**config.mk**
```make
export PLATFORM = sky130hd
export DESIGN_NAME = hp_controller
export DESIGN_NICKNAME = d
export VERILOG_FILES = /design/src/rtl/hp_pkg.sv /design/src/rtl/hp_hit_accum.sv /design/src/rtl/hp_controller.sv
export SDC_FILE = /design/constraint.sdc
export NUM_CORES = 1
export LEC_CHECK = 0
export CELL_PAD_IN_SITES_DETAIL_PLACEMENT = 0
export CELL_PAD_IN_SITES_GLOBAL_PLACEMENT = 1
export CORE_UTILIZATION = 29
export DETAILED_ROUTE_END_ITERATION = 10
export DONT_BUFFER_PORTS = 1
export GPL_ROUTABILITY_DRIVEN = 0
export PLACE_DENSITY_LB_ADDON = 0.1
export SLEW_MARGIN = 20
export SYNTH_ARGS = -nofsm -noshare
export SYNTH_HDL_FRONTEND = slang
export SYNTH_SLANG_ARGS = --single-unit
```
**constraint.sdc**
```tcl
create_clock -name Clk -period 5.58 [get_ports Clk]
set_input_delay 1.116 -clock Clk [delete_from_list [all_inputs] [get_ports Clk]]
set_output_delay 1.116 -clock Clk [all_outputs]
set_load 0.03 [all_outputs]
```
**src/rtl/hp_pkg.sv**
```systemverilog
// hp_pkg: shared types, widths and helper arithmetic for the hit-point
// controller and its per-ship pending-hit counter.
//   HP_W        width of a hit-point value / bar width in pixels
//   PEND_W      width of the pending-hit counter (saturates at all ones)
//   DMG_W       width of the per-frame damage product
//   hp_state_t  IDLE / PLAY / APPLY / OVER
//   W_*         winner codes reported to the game FSM
package hp_pkg;

  localparam int HP_W   = 10;
  localparam int PEND_W = 4;
  localparam int DMG_W  = 14;

  typedef enum logic [1:0] {
    IDLE  = 2'd0,
    PLAY  = 2'd1,
    APPLY = 2'd2,
    OVER  = 2'd3
  } hp_state_t;

  localparam logic [1:0] W_NONE  = 2'b00;
  localparam logic [1:0] W_SHIP1 = 2'b01;
  localparam logic [1:0] W_SHIP2 = 2'b10;
  localparam logic [1:0] W_DRAW  = 2'b11;

  // Remove pend*dmg_per_hit from hp, clamping at zero. The product is
  // formed at full width so 15 hits never wrap before the compare.
  function automatic logic [HP_W-1:0] apply_damage(
    input logic [HP_W-1:0]   hp,
    input logic [PEND_W-1:0] pend,
    input logic [HP_W-1:0]   dmg_per_hit
  );
    logic [DMG_W-1:0] dmg;
    dmg = {{(DMG_W-PEND_W){1'b0}}, pend} * {{(DMG_W-HP_W){1'b0}}, dmg_per_hit};
    if (dmg >= {{(DMG_W-HP_W){1'b0}}, hp}) begin
      return '0;
    end
    return hp - dmg[HP_W-1:0];
  endfunction

  // Add one regen step, saturating at hp_max. A destroyed ship (hp==0)
  // is never brought back.
  function automatic logic [HP_W-1:0] regen_step(
    input logic [HP_W-1:0] hp,
    input logic [HP_W-1:0] amt,
    input logic [HP_W-1:0] hp_max
  );
    logic [HP_W:0] sum;
    if (hp == '0) begin
      return '0;
    end
    sum = {1'b0, hp} + {1'b0, amt};
    if (sum > {1'b0, hp_max}) begin
      return hp_max;
    end
    return sum[HP_W-1:0];
  endfunction

endpackage

```
**src/rtl/hp_hit_accum.sv**
```systemverilog
// hp_hit_accum: per-ship saturating counter of hits recorded since the
// last frame was applied.
//   Clk       system clock
//   Reset     asynchronous, active-high reset (count -> 0)
//   inc       +1, holding at the maximum instead of wrapping
//   clr       reload the counter; has priority over inc
//   clr_load  value of bit 0 on reload, so a hit arriving in the same
//             cycle as the clear is carried into the next frame
//   count     current pending-hit count
module hp_hit_accum
  import hp_pkg::*;
(
  input  logic              Clk,
  input  logic              Reset,
  input  logic              inc,
  input  logic              clr,
  input  logic              clr_load,
  output logic [PEND_W-1:0] count
);

  // Pending-hit register: clear/reload wins over increment, and the
  // increment stops once every bit is set.
  always_ff @(posedge Clk or posedge Reset) begin
    if (Reset) begin
      count <= '0;
    end else if (clr) begin
      count <= {{(PEND_W-1){1'b0}}, clr_load};
    end else if (inc && (count != {PEND_W{1'b1}})) begin
      count <= count + PEND_W'(1);
    end
  end

endmodule

```
**src/rtl/hp_controller.sv**
```systemverilog
// hp_controller: owns both ships' hit points (the HP bar widths). Hits
// are gathered during a frame and applied in a single APPLY cycle after
// the frame strobe rises, so bars never change mid-scan. Detects the end
// of a round and reports the winner.
//   Clk        system clock
//   Reset      asynchronous, active-high reset
//   frame_clk  Clk-synchronous frame level; a rising edge starts a frame
//   start      1-cycle pulse: begin or restart a round (any state)
//   hit1/hit2  1-cycle pulses: ship 1 / ship 2 was hit
//   ship1_hp   ship 1 hit points / bar width
//   ship2_hp   ship 2 hit points / bar width
//   playing    high in PLAY and APPLY
//   game_over  high in OVER
//   winner     00 none, 01 ship1, 10 ship2, 11 draw
module hp_controller
  import hp_pkg::*;
#(
  parameter logic [HP_W-1:0] HP_MAX       = 10'd200,
  parameter logic [HP_W-1:0] HIT_DMG      = 10'd20,
  parameter logic [7:0]      REGEN_PERIOD = 8'd60,
  parameter logic [HP_W-1:0] REGEN_AMT    = 10'd1,
  parameter logic [7:0]      OVER_HOLD    = 8'd120
) (
  input  logic            Clk,
  input  logic            Reset,
  input  logic            frame_clk,
  input  logic            start,
  input  logic            hit1,
  input  logic            hit2,
  output logic [HP_W-1:0] ship1_hp,
  output logic [HP_W-1:0] ship2_hp,
  output logic            playing,
  output logic            game_over,
  output logic [1:0]      winner
);

  hp_state_t         state, state_nxt;
  logic              frame_q;
  logic              fe;
  logic [PEND_W-1:0] pend1, pend2;
  logic [HP_W-1:0]   hp1, hp2, hp1_nxt, hp2_nxt;
  logic [HP_W-1:0]   hp1_dmg, hp2_dmg, hp1_new, hp2_new;
  logic [1:0]        winner_q, winner_nxt;
  logic [7:0]        regen_cnt, regen_nxt;
  logic [7:0]        hold_cnt, hold_nxt;
  logic              regen_due;
  logic              in_apply;
  logic              acc_inc1, acc_inc2, acc_clr, acc_load1, acc_load2;

  assign fe       = frame_clk & ~frame_q;
  assign in_apply = (state == APPLY);

  // Hits only count while the round is live in PLAY. Leaving APPLY (or a
  // restart) clears the counters; a hit landing in the APPLY cycle itself
  // reloads a 1 so it is charged on the next frame instead of dropped.
  assign acc_inc1  = (state == PLAY) & hit1 & ~start;
  assign acc_inc2  = (state == PLAY) & hit2 & ~start;
  assign acc_clr   = start | in_apply;
  assign acc_load1 = in_apply & hit1 & ~start;
  assign acc_load2 = in_apply & hit2 & ~start;

  hp_hit_accum u_accum1 (
    .Clk      (Clk),
    .Reset    (Reset),
    .inc      (acc_inc1),
    .clr      (acc_clr),
    .clr_load (acc_load1),
    .count    (pend1)
  );

  hp_hit_accum u_accum2 (
    .Clk      (Clk),
    .Reset    (Reset),
    .inc      (acc_inc2),
    .clr      (acc_clr),
    .clr_load (acc_load2),
    .count    (pend2)
  );

  // Per-frame arithmetic: damage first, then an optional regen step on
  // the survivors. regen_cnt counts APPLY cycles; a period of 0 disables
  // regen entirely.
  always_comb begin
    hp1_dmg   = apply_damage(hp1, pend1, HIT_DMG);
    hp2_dmg   = apply_damage(hp2, pend2, HIT_DMG);
    regen_due = (REGEN_PERIOD != 8'd0) && (regen_cnt == (REGEN_PERIOD - 8'd1));
    hp1_new   = hp1_dmg;
    hp2_new   = hp2_dmg;
    if (regen_due) begin
      hp1_new = regen_step(hp1_dmg, REGEN_AMT, HP_MAX);
      hp2_new = regen_step(hp2_dmg, REGEN_AMT, HP_MAX);
    end
  end

  // Next-state and next-datapath logic. start outranks everything,
  // including a coincident frame edge, so a restart always lands in PLAY
  // with full bars.
  always_comb begin
    state_nxt  = state;
    hp1_nxt    = hp1;
    hp2_nxt    = hp2;
    winner_nxt = winner_q;
    regen_nxt  = regen_cnt;
    hold_nxt   = hold_cnt;
    if (start) begin
      state_nxt  = PLAY;
      hp1_nxt    = HP_MAX;
      hp2_nxt    = HP_MAX;
      winner_nxt = W_NONE;
      regen_nxt  = '0;
      hold_nxt   = '0;
    end else begin
      case (state)
        IDLE: begin
          state_nxt = IDLE;
        end
        PLAY: begin
          if (fe) begin
            state_nxt = APPLY;
          end
        end
        APPLY: begin
          hp1_nxt   = hp1_new;
          hp2_nxt   = hp2_new;
          regen_nxt = regen_due ? 8'd0 : regen_cnt + 8'd1;
          hold_nxt  = '0;
          if ((hp1_new == '0) && (hp2_new == '0)) begin
            winner_nxt = W_DRAW;
            state_nxt  = OVER;
          end else if (hp2_new == '0) begin
            winner_nxt = W_SHIP1;
            state_nxt  = OVER;
          end else if (hp1_new == '0) begin
            winner_nxt = W_SHIP2;
            state_nxt  = OVER;
          end else begin
            state_nxt = PLAY;
          end
        end
        OVER: begin
          // The OVER_HOLD-th frame edge seen in OVER returns to IDLE.
          if (fe) begin
            if (({1'b0, hold_cnt} + 9'd1) >= {1'b0, OVER_HOLD}) begin
              state_nxt = IDLE;
              hold_nxt  = '0;
            end else begin
              hold_nxt = hold_cnt + 8'd1;
            end
          end
        end
        default: begin
          state_nxt = IDLE;
        end
      endcase
    end
  end

  // State register.
  always_ff @(posedge Clk or posedge Reset) begin
    if (Reset) begin
      state <= IDLE;
    end else begin
      state <= state_nxt;
    end
  end

  // Datapath registers: bars, winner, frame/hold counters and the
  // frame-strobe delay used for edge detection.
  always_ff @(posedge Clk or posedge Reset) begin
    if (Reset) begin
      hp1       <= '0;
      hp2       <= '0;
      winner_q  <= W_NONE;
      regen_cnt <= '0;
      hold_cnt  <= '0;
      frame_q   <= 1'b0;
    end else begin
      hp1       <= hp1_nxt;
      hp2       <= hp2_nxt;
      winner_q  <= winner_nxt;
      regen_cnt <= regen_nxt;
      hold_cnt  <= hold_nxt;
      frame_q   <= frame_clk;
    end
  end

  assign ship1_hp  = hp1;
  assign ship2_hp  = hp2;
  assign winner    = winner_q;
  assign playing   = (state == PLAY) || (state == APPLY);
  assign game_over = (state == OVER);

endmodule

```
# [Word-level counts from Yosys, hierarchy flattened]
# Cells that the tools add are included.
[classes] reduce_logical=17 mul=2 muxes=54 order_cmp=5 div=0 eq_ne=9 add_sub_neg=9 n_bitwise=12 shift=0
[op_table] cell="10-bit two-way mux" count=18
[op_table] cell="8-bit two-way mux" count=6
[op_table] cell="10-bit zero test" count=4
[op_table] cell="2-bit two-way mux" count=12
[op_table] cell="10-bit by 1-bit adder with 11-bit output, second input constant" count=2
[op_table] cell="11-bit by 8-bit > comparator with 1-bit output, second input constant" count=2
[op_table] cell="9-bit by 10-bit >= comparator with 1-bit output" count=2
[op_table] cell="10-bit by 9-bit subtractor with 10-bit output" count=2
[op_table] cell="8-bit by 1-bit adder with 8-bit output, second input constant" count=2
[op_table] cell="4-bit two-way mux" count=4
[op_table] cell="8-bit case mux with 2 select lines" count=1
[op_table] cell="4-bit by 3-bit multiplier with 7-bit output, second input constant" count=2
[op_table] cell="1-bit two-way mux" count=12
[op_table] cell="8-bit by 1-bit adder with 9-bit output, second input constant" count=1
[op_table] cell="1-bit AND" count=9
[op_table] cell="9-bit by 7-bit >= comparator with 1-bit output, second input constant" count=1
[op_table] cell="4-bit by 1-bit adder with 4-bit output, second input constant" count=2
[op_table] cell="8-bit by 6-bit equality test with 1-bit output, second input constant" count=1
[op_table] cell="4-bit inequality test, second input constant" count=2
[op_table] cell="2-bit case mux with 4 select lines" count=1
[op_table] cell="3-bit by 2-bit inequality test with 1-bit output, second input constant" count=2
[op_table] cell="2-bit nonzero test" count=3
[op_table] cell="2-bit equality test, second input constant" count=2
[op_table] cell="2-bit AND reduction" count=2
[op_table] cell="other kinds (10)" count=13
[totals] n_memories=0 romBits=0 latch_bits=0 reg_bits=49 ramBits=0

# [Depth between registers and ports, before layout]
[depth] ltp_word=18 depth_mapped=24 ltp_nobuf=23

# [Modules after synthesis]
# Synthesis repeated with hierarchy kept, for this count alone.
[hier_totals] hier_cells=604 hier_area_um2=4870.9
[modules_own_cells] module="hp_controller" cells_each=560 seq_area_each_um2=1026.0 area_per_inst_um2=4433.0 instances=1
[modules_own_cells] module="hp_hit_accum" cells_each=22 seq_area_each_um2=100.1 area_per_inst_um2=219.0 instances=2

# [Worst setup path before layout]
# Ideal clock, no wire load.
[synth_timing] path_kind="flip-flop to flip-flop" startpoint="reg u_accum2.count[3]" endpoint="reg winner_q[1], in the netlist winner[1]" required_time_ps=5460 path_buffers=1 stages_incl_launch_ff=25 synth_period_minus_slack_ps=5013 arrival_ps=4894 setup_slack_ps=567 cell_sequence="dfrtp_1 > ha_1 > ha_1 > inv_1 > fa_1 > xor2_1 > ha_1 > buf_4 > nand4b_1 > nor3_1 > nor2_1 > nor2b_1 > nand2_1 > inv_1 > ha_1 > inv_1 > a211oi_2 > and4_4 > nand2_2 > a211o_1 > and4b_4 > a2111oi_2 > and3_1 > nand2_1 > a31o_1"
[synth_via] elab_chain_cells=17 word_cells_on_any_way=25
[synth_lines] element="start, declared" line_no="hp_hit_accum.sv:18" source="output logic [PEND_W-1:0] count"
[synth_lines] element="start signal, assigned" line_no="hp_hit_accum.sv:27" source="count <= {{(PEND_W-1){1'b0}}, clr_load};"
[synth_lines] element="start signal, assigned" line_no="hp_hit_accum.sv:29" source="count <= count + PEND_W'(1);"
[synth_lines] element="4-bit by 3-bit multiplier with 7-bit output *" line_no="hp_pkg.sv:34" source="dmg = {{(DMG_W-PEND_W){1'b0}}, pend} * {{(DMG_W-HP_W){1'b0}}, dmg_per_hit};"
[synth_lines] element="9-bit by 10-bit >= comparator with 1-bit output" line_no="hp_pkg.sv:35" source="if (dmg >= {{(DMG_W-HP_W){1'b0}}, hp}) begin"
[synth_lines] element="1-bit two-way mux" line_no="hp_pkg.sv:35"
[synth_lines] element="10-bit two-way mux *" line_no="hp_pkg.sv:38" source="return hp - dmg[HP_W-1:0];"
[synth_lines] element="10-bit by 1-bit adder with 11-bit output" line_no="hp_pkg.sv:52" source="sum = {1'b0, hp} + {1'b0, amt};"
[synth_lines] element="11-bit by 8-bit > comparator with 1-bit output" line_no="hp_pkg.sv:53" source="if (sum > {1'b0, hp_max}) begin"
[synth_lines] element="1-bit two-way mux" line_no="hp_pkg.sv:53"
[synth_lines] element="1-bit two-way mux" line_no="hp_pkg.sv:52"
[synth_lines] element="1-bit two-way mux" line_no="hp_controller.sv:89" source="if (regen_due) begin"
[synth_lines] element="10-bit two-way mux" line_no="hp_pkg.sv:56" source="return sum[HP_W-1:0];"
[synth_lines] element="10-bit two-way mux" line_no="hp_pkg.sv:52"
[synth_lines] element="10-bit two-way mux *" line_no="hp_controller.sv:89"
[synth_lines] element="10-bit zero test *" line_no="hp_controller.sv:127, hp_controller.sv:130"
[synth_lines] element="2-bit two-way mux or 1-bit logical AND (tied branches)" line_no="hp_controller.sv:130, hp_controller.sv:127"
[synth_lines] element="2-bit two-way mux" line_no="hp_controller.sv:127" source="if ((hp1_new == '0) && (hp2_new == '0)) begin"
[synth_lines] element="2-bit two-way mux" line_no="hp_controller.sv:113" source="case (state)"
[synth_lines] element="2-bit two-way mux" line_no="hp_controller.sv:105" source="if (start) begin"
[synth_lines] element="end signal, assigned" line_no="hp_controller.sv:180" source="winner_q <= winner_nxt;"
[synth_lines] element="end, declared" line_no="hp_controller.sv:43" source="logic [1:0] winner_q, winner_nxt;"
# Every way passes the cells marked *; elsewhere a longest branch is shown, timed or not. The select of a mux whose other input is x is not followed.
# A chain may end at the register's enable or synchronous reset.

# [Worst setup path after layout]
[layout_timing] startpoint="reg u_accum1.count[3]" endpoint="reg winner_q[1], in the netlist winner[1]"
[layout_via] elab_chain_cells=17 word_cells_on_any_way=24
[layout_lines] element="start, declared" line_no="hp_hit_accum.sv:18"
[layout_lines] element="start signal, assigned" line_no="hp_hit_accum.sv:27"
[layout_lines] element="start signal, assigned" line_no="hp_hit_accum.sv:29"
[layout_lines] element="4-bit by 3-bit multiplier with 7-bit output *" line_no="hp_pkg.sv:34"
[layout_lines] element="9-bit by 10-bit >= comparator with 1-bit output" line_no="hp_pkg.sv:35"
[layout_lines] element="1-bit two-way mux" line_no="hp_pkg.sv:35"
[layout_lines] element="10-bit two-way mux *" line_no="hp_pkg.sv:38"
[layout_lines] element="10-bit by 1-bit adder with 11-bit output" line_no="hp_pkg.sv:52"
[layout_lines] element="11-bit by 8-bit > comparator with 1-bit output" line_no="hp_pkg.sv:53"
[layout_lines] element="1-bit two-way mux" line_no="hp_pkg.sv:53"
[layout_lines] element="1-bit two-way mux" line_no="hp_pkg.sv:52"
[layout_lines] element="1-bit two-way mux" line_no="hp_controller.sv:89"
[layout_lines] element="10-bit two-way mux" line_no="hp_pkg.sv:56"
[layout_lines] element="10-bit two-way mux" line_no="hp_pkg.sv:52"
[layout_lines] element="10-bit two-way mux *" line_no="hp_controller.sv:89"
[layout_lines] element="10-bit zero test *" line_no="hp_controller.sv:127, hp_controller.sv:133"
[layout_lines] element="1-bit logical AND" line_no="hp_controller.sv:127"
[layout_lines] element="2-bit two-way mux" line_no="hp_controller.sv:127"
[layout_lines] element="2-bit two-way mux" line_no="hp_controller.sv:113"
[layout_lines] element="2-bit two-way mux" line_no="hp_controller.sv:105"
# Marked as above.

==> metrics.md <==
| Metric | Value |
|---|---|
| WP data required | `5.77 ns` |
| GRT Max-Usage Layer | `met2` |
| IO Pins | `30` |
| Min cycle time layout | `5.23 ns` |
| CP arrival | `around 5.4 ns` |
| Clock Skews | `0.0120 ns` |
| Area growth, synth to finish | `8.93%` |
| Critical setup path kind | `flop to flop` |
| Max_cap viols | `0` |
| Pins Over Slew Limit | `0` |
| Port buffer count | `0` |
| Post-Syn Instances | `roughly 570` |
| Root Buffer | `clkbuf_16` |
| Std cell rows | `46` |
| Ys async rst share | `100%` |
| Met3 usage in global routing | `2.58%` |
| Net count, final | `611` |
| Status | `finished, final reports clean` |
| Hold_ws | `0.497 ns` |
| WL/cell | `~18 µm` |
| Leak | `2.04 nW` |
| Final setup margin | `0.353 ns` |
| CP startpoint kind | `flop` |
| TritonCTS clock tree | `yes` |
| Die H | `130 µm` |
| Fin crit share | `93.7%` |
| Top_reg_cell synth | `dfrtp_1` |
| CTS Buffer Depth | `2` |
| Number of synthesized flops with an enable pin | `0` |
| Crit-path max FO | `8` |
| First-pass GRT wire length | `roughly 23000 µm` |
| Multi-input logic area | `3300 µm²` |
| Critical Path End Type | `flop` |
| Grt met2 use | `27.4%` |
| Worst Max-Slew Pin Slew | `between 1 and 1.5 ns` |
| Number of global-route vias before repair | `4108` |
| Detailed placement HPWL | `10500 µm` |
| Largest net degree at the start of global routing | `50` |
| Post-Synthesis Cell Area | `4750 µm²` |
| Initial antenna violation count | `0` |
| Peak supply drop | `0.184 mV` |
| Tot Pwr | `2.20 mW` |
| Distinct cells, synth | `90` |
| TritonCTS Buffers | `5` |
| Synth warn | `0` |
| Total iterations of the first detailed-routing run | `5` |
| H-Tree Depth | `2` |
| Worst skew pair latency | `0.30 ns` |
| Worst-path clk slew | `roughly 0.08 ns` |
| N_diodes | `0` |
| Avg Cell Area, Syn | `a little over 8 µm²` |
| Post-DRT Antenna Nets | `0` |
| Fmax | `between 150 and 200 MHz` |
| DR vias/cell | `5.51` |
| DRC | `0` |
| Worst slack at placement | `about 0.15 ns` |
| Via count | `4318` |
| Die width | `between 100 and 150 µm` |
| Setup violators final | `0` |
| Syn nets | `618` |
| Hold Crit Class | `flop to flop` |
| RSZ-0062 raised after global routing | `no` |
| Register area | `1230 µm²` |
| Core area | `15900 µm²` |
| DIE AREA | `~17000 µm²` |
| Number of synthesized register bits | `49` |
| GR Overflow Total | `0` |
| Initial Utilization | `29.8%` |
| Clk sink count | `between 40 and 50` |
| Fillers | `1732` |
| Final setup TNS | `0 ns` |
| Worst relative slew slack | `31.5%` |
| Sequential fraction of the synthesis area | `25.8%` |
| Total track usage | `17.3%` |
| Final hold viol count | `0` |
| Setup bufs post-CTS | `0` |
| Met1 usage | `between 20% and 30%` |
| Final Util | `approximately 32%` |
| Share of cells above drive strength 1 | `10.7%` |
| Initial DRC Count | `227` |
| Routed wire length | `14100 µm` |
| Power Density | `between 400 and 500 nW/µm²` |
-- cells by family after synthesis --
| logic type | count (synthesis) | share of synthesized area, % |
|---|---|---|
| AND/OR/NAND/NOR | 239 | 27.3 |
| AO/OA/AOI/OAI | 161 | 24.7 |
| adder cells (fa/ha/maj) | 38 | 10.6 |
| flip-flops | 49 | 25.8 |
| XOR/XNOR | 21 | 4.03 |
| buffers and inverters | 60 | 6.16 |
| multiplexers | 6 | 1.29 |
-- cell type report --
class,count,share of cell area [%]
clock buffers,5,2.42
clock inverters,3,0.846
inverters,37,2.68
multi-input cells,465,63.8
flip-flops and latches,49,23.7
well taps,216,5.22
repair buffers,9,1.31
-- worst max-delay path, cell delays in order (launching register included) --
cell	delay, ns
dfrtp_1	0.45
ha_1	0.31
ha_1	0.16
inv_1	0.06
fa_1	0.37
xor2_1	0.16
ha_2	0.42
nand4b_1	0.19
a21o_2	0.30
nand2_1	0.13
nand2_1	0.12
inv_1	0.10
ha_1	0.24
nand2b_1	0.16
a2111oi_4	0.30
o21ai_0	0.18
a221o_1	0.35
and3_4	0.17
nand2b_4	0.16
o311ai_4	0.33
nor4_4	0.10
and3_1	0.19
a31o_1	0.17
-- per-stage QoR --
step | cell area, µm² | cells
2_1_floorplan | 4750 | 574
3_3_place_gp | 4930 | 776
3_5_place_dp | 4940 | 776
4_1_cts | 5110 | 784
5_1_grt | 5170 | 784
6_report | 5170 | 784
-- routing by layer --
| layer | up-vias | wire (µm) |
|---|---|---|
| li1 | 2112 | - |
| met3 | 13 | 495 |
| met1 | 2117 | 6880 |
| met5 | - | 0 |
| met2 | 76 | 6510 |
| met4 | 0 | 199 |
-- synth_stat cells (4+ instances only) --
cell      number  area, µm²
a211oi_1       9       67.6
a211oi_2       5       62.6
a21o_1         7       52.6
a21oi_1       18       90.1
a311oi_1       5       43.8
a31oi_1        7       43.8
a32oi_1        5       43.8
a41oi_1        4       35.0
and2_1         7       43.8
and3_1         5       31.3
buf_2          6       30.0
buf_4          4       30.0
buf_6          6       67.6
clkbuf_1       6       22.5
dfrtp_1       49       1230
fa_1           4       80.1
ha_1          34        425
inv_1         37        139
mux2i_1        5       50.1
nand2_1       46        173
nand2b_1       4       25.0
nand3_1       29        145
nand3b_1       5       37.5
nand4b_1       4       35.0
nor2_1        64        240
nor2b_1       10       62.6
nor3_1        15       75.1
nor4_1         5       31.3
o21ai_0       42        210
o21ai_1        4       20.0
o22ai_1        6       37.5
o31ai_1        4       30.0
or3_1          4       25.0
or4_1          4       30.0
xnor2_1       11       96.3
xor2_1         9       78.8
-- repair_timing --
item / in CTS / in global routing
hold buffers: 0 / 0
hold endpoints to repair: 0 / 0
resized for setup: 0 / 10
endpoints found under the setup margin: 0 / 5
-- placed cells by master, fill, tap and decap left out, types with 4 or more instances in the layout --
| cell | netlist | routed |
|---|---|---|
| nor2_1 | 64 | 64 |
| dfrtp_1 | 49 | 49 |
| nand2_1 | 46 | 46 |
| o21ai_0 | 42 | 42 |
| inv_1 | 37 | 36 |
| ha_1 | 34 | 32 |
| nand3_1 | 29 | 29 |
| a21oi_1 | 18 | 18 |
| nor3_1 | 15 | 15 |
| xnor2_1 | 11 | 11 |
| nor2b_1 | 10 | 10 |
| xor2_1 | 9 | 9 |
| buf_4 | 4 | 9 |
| and2_1 | 7 | 7 |
| a31oi_1 | 7 | 7 |
| a211oi_1 | 9 | 7 |
| o22ai_1 | 6 | 6 |
| a21o_1 | 7 | 6 |
| a211oi_2 | 5 | 6 |
| a311oi_1 | 5 | 5 |
| nand3b_1 | 5 | 5 |
| nor4_1 | 5 | 5 |
| and3_1 | 5 | 5 |
| mux2i_1 | 5 | 5 |
| a32oi_1 | 5 | 5 |
| clkbuf_16 | 0 | 5 |
| a41oi_1 | 4 | 4 |
| o21ai_1 | 4 | 4 |
| or4_1 | 4 | 4 |
| or3_1 | 4 | 4 |
| nand4b_1 | 4 | 4 |
| nand2b_1 | 4 | 4 |
| o31ai_1 | 4 | 4 |
| fa_1 | 4 | 4 |
-- power breakdown --
group          switching (mW)  internal, mW
Combinational           0.845         0.509
Sequential             0.0953         0.393
Clock                   0.147         0.213
Total                    1.09          1.11
-- sequential cells by signal, summed over array words and instances (netlist names) --
name and cells:
state 2, frame_q 1, u_accum1.count 4, regen_cnt 8, ship2_hp 10, winner 2
ship1_hp 10, u_accum2.count 4, hold_cnt 8
-- path summary, 6_finish.rpt --
path	startpoint	end	slack (ns)	cells after the start
max	u_accum1.count[3]	winner[1]	0.35	22
min	regen_cnt[7]	regen_cnt[7]	0.50	1
max reg2reg	u_accum1.count[3]	winner[1]	0.35	22
min reg2reg	regen_cnt[7]	regen_cnt[7]	0.50	1
max in group asynchronous	Reset	ship1_hp[9]	4.21	2
min in group asynchronous	Reset	u_accum2.count[2]	0.87	2
Note: power is estimated with default switching activity, not from simulation.
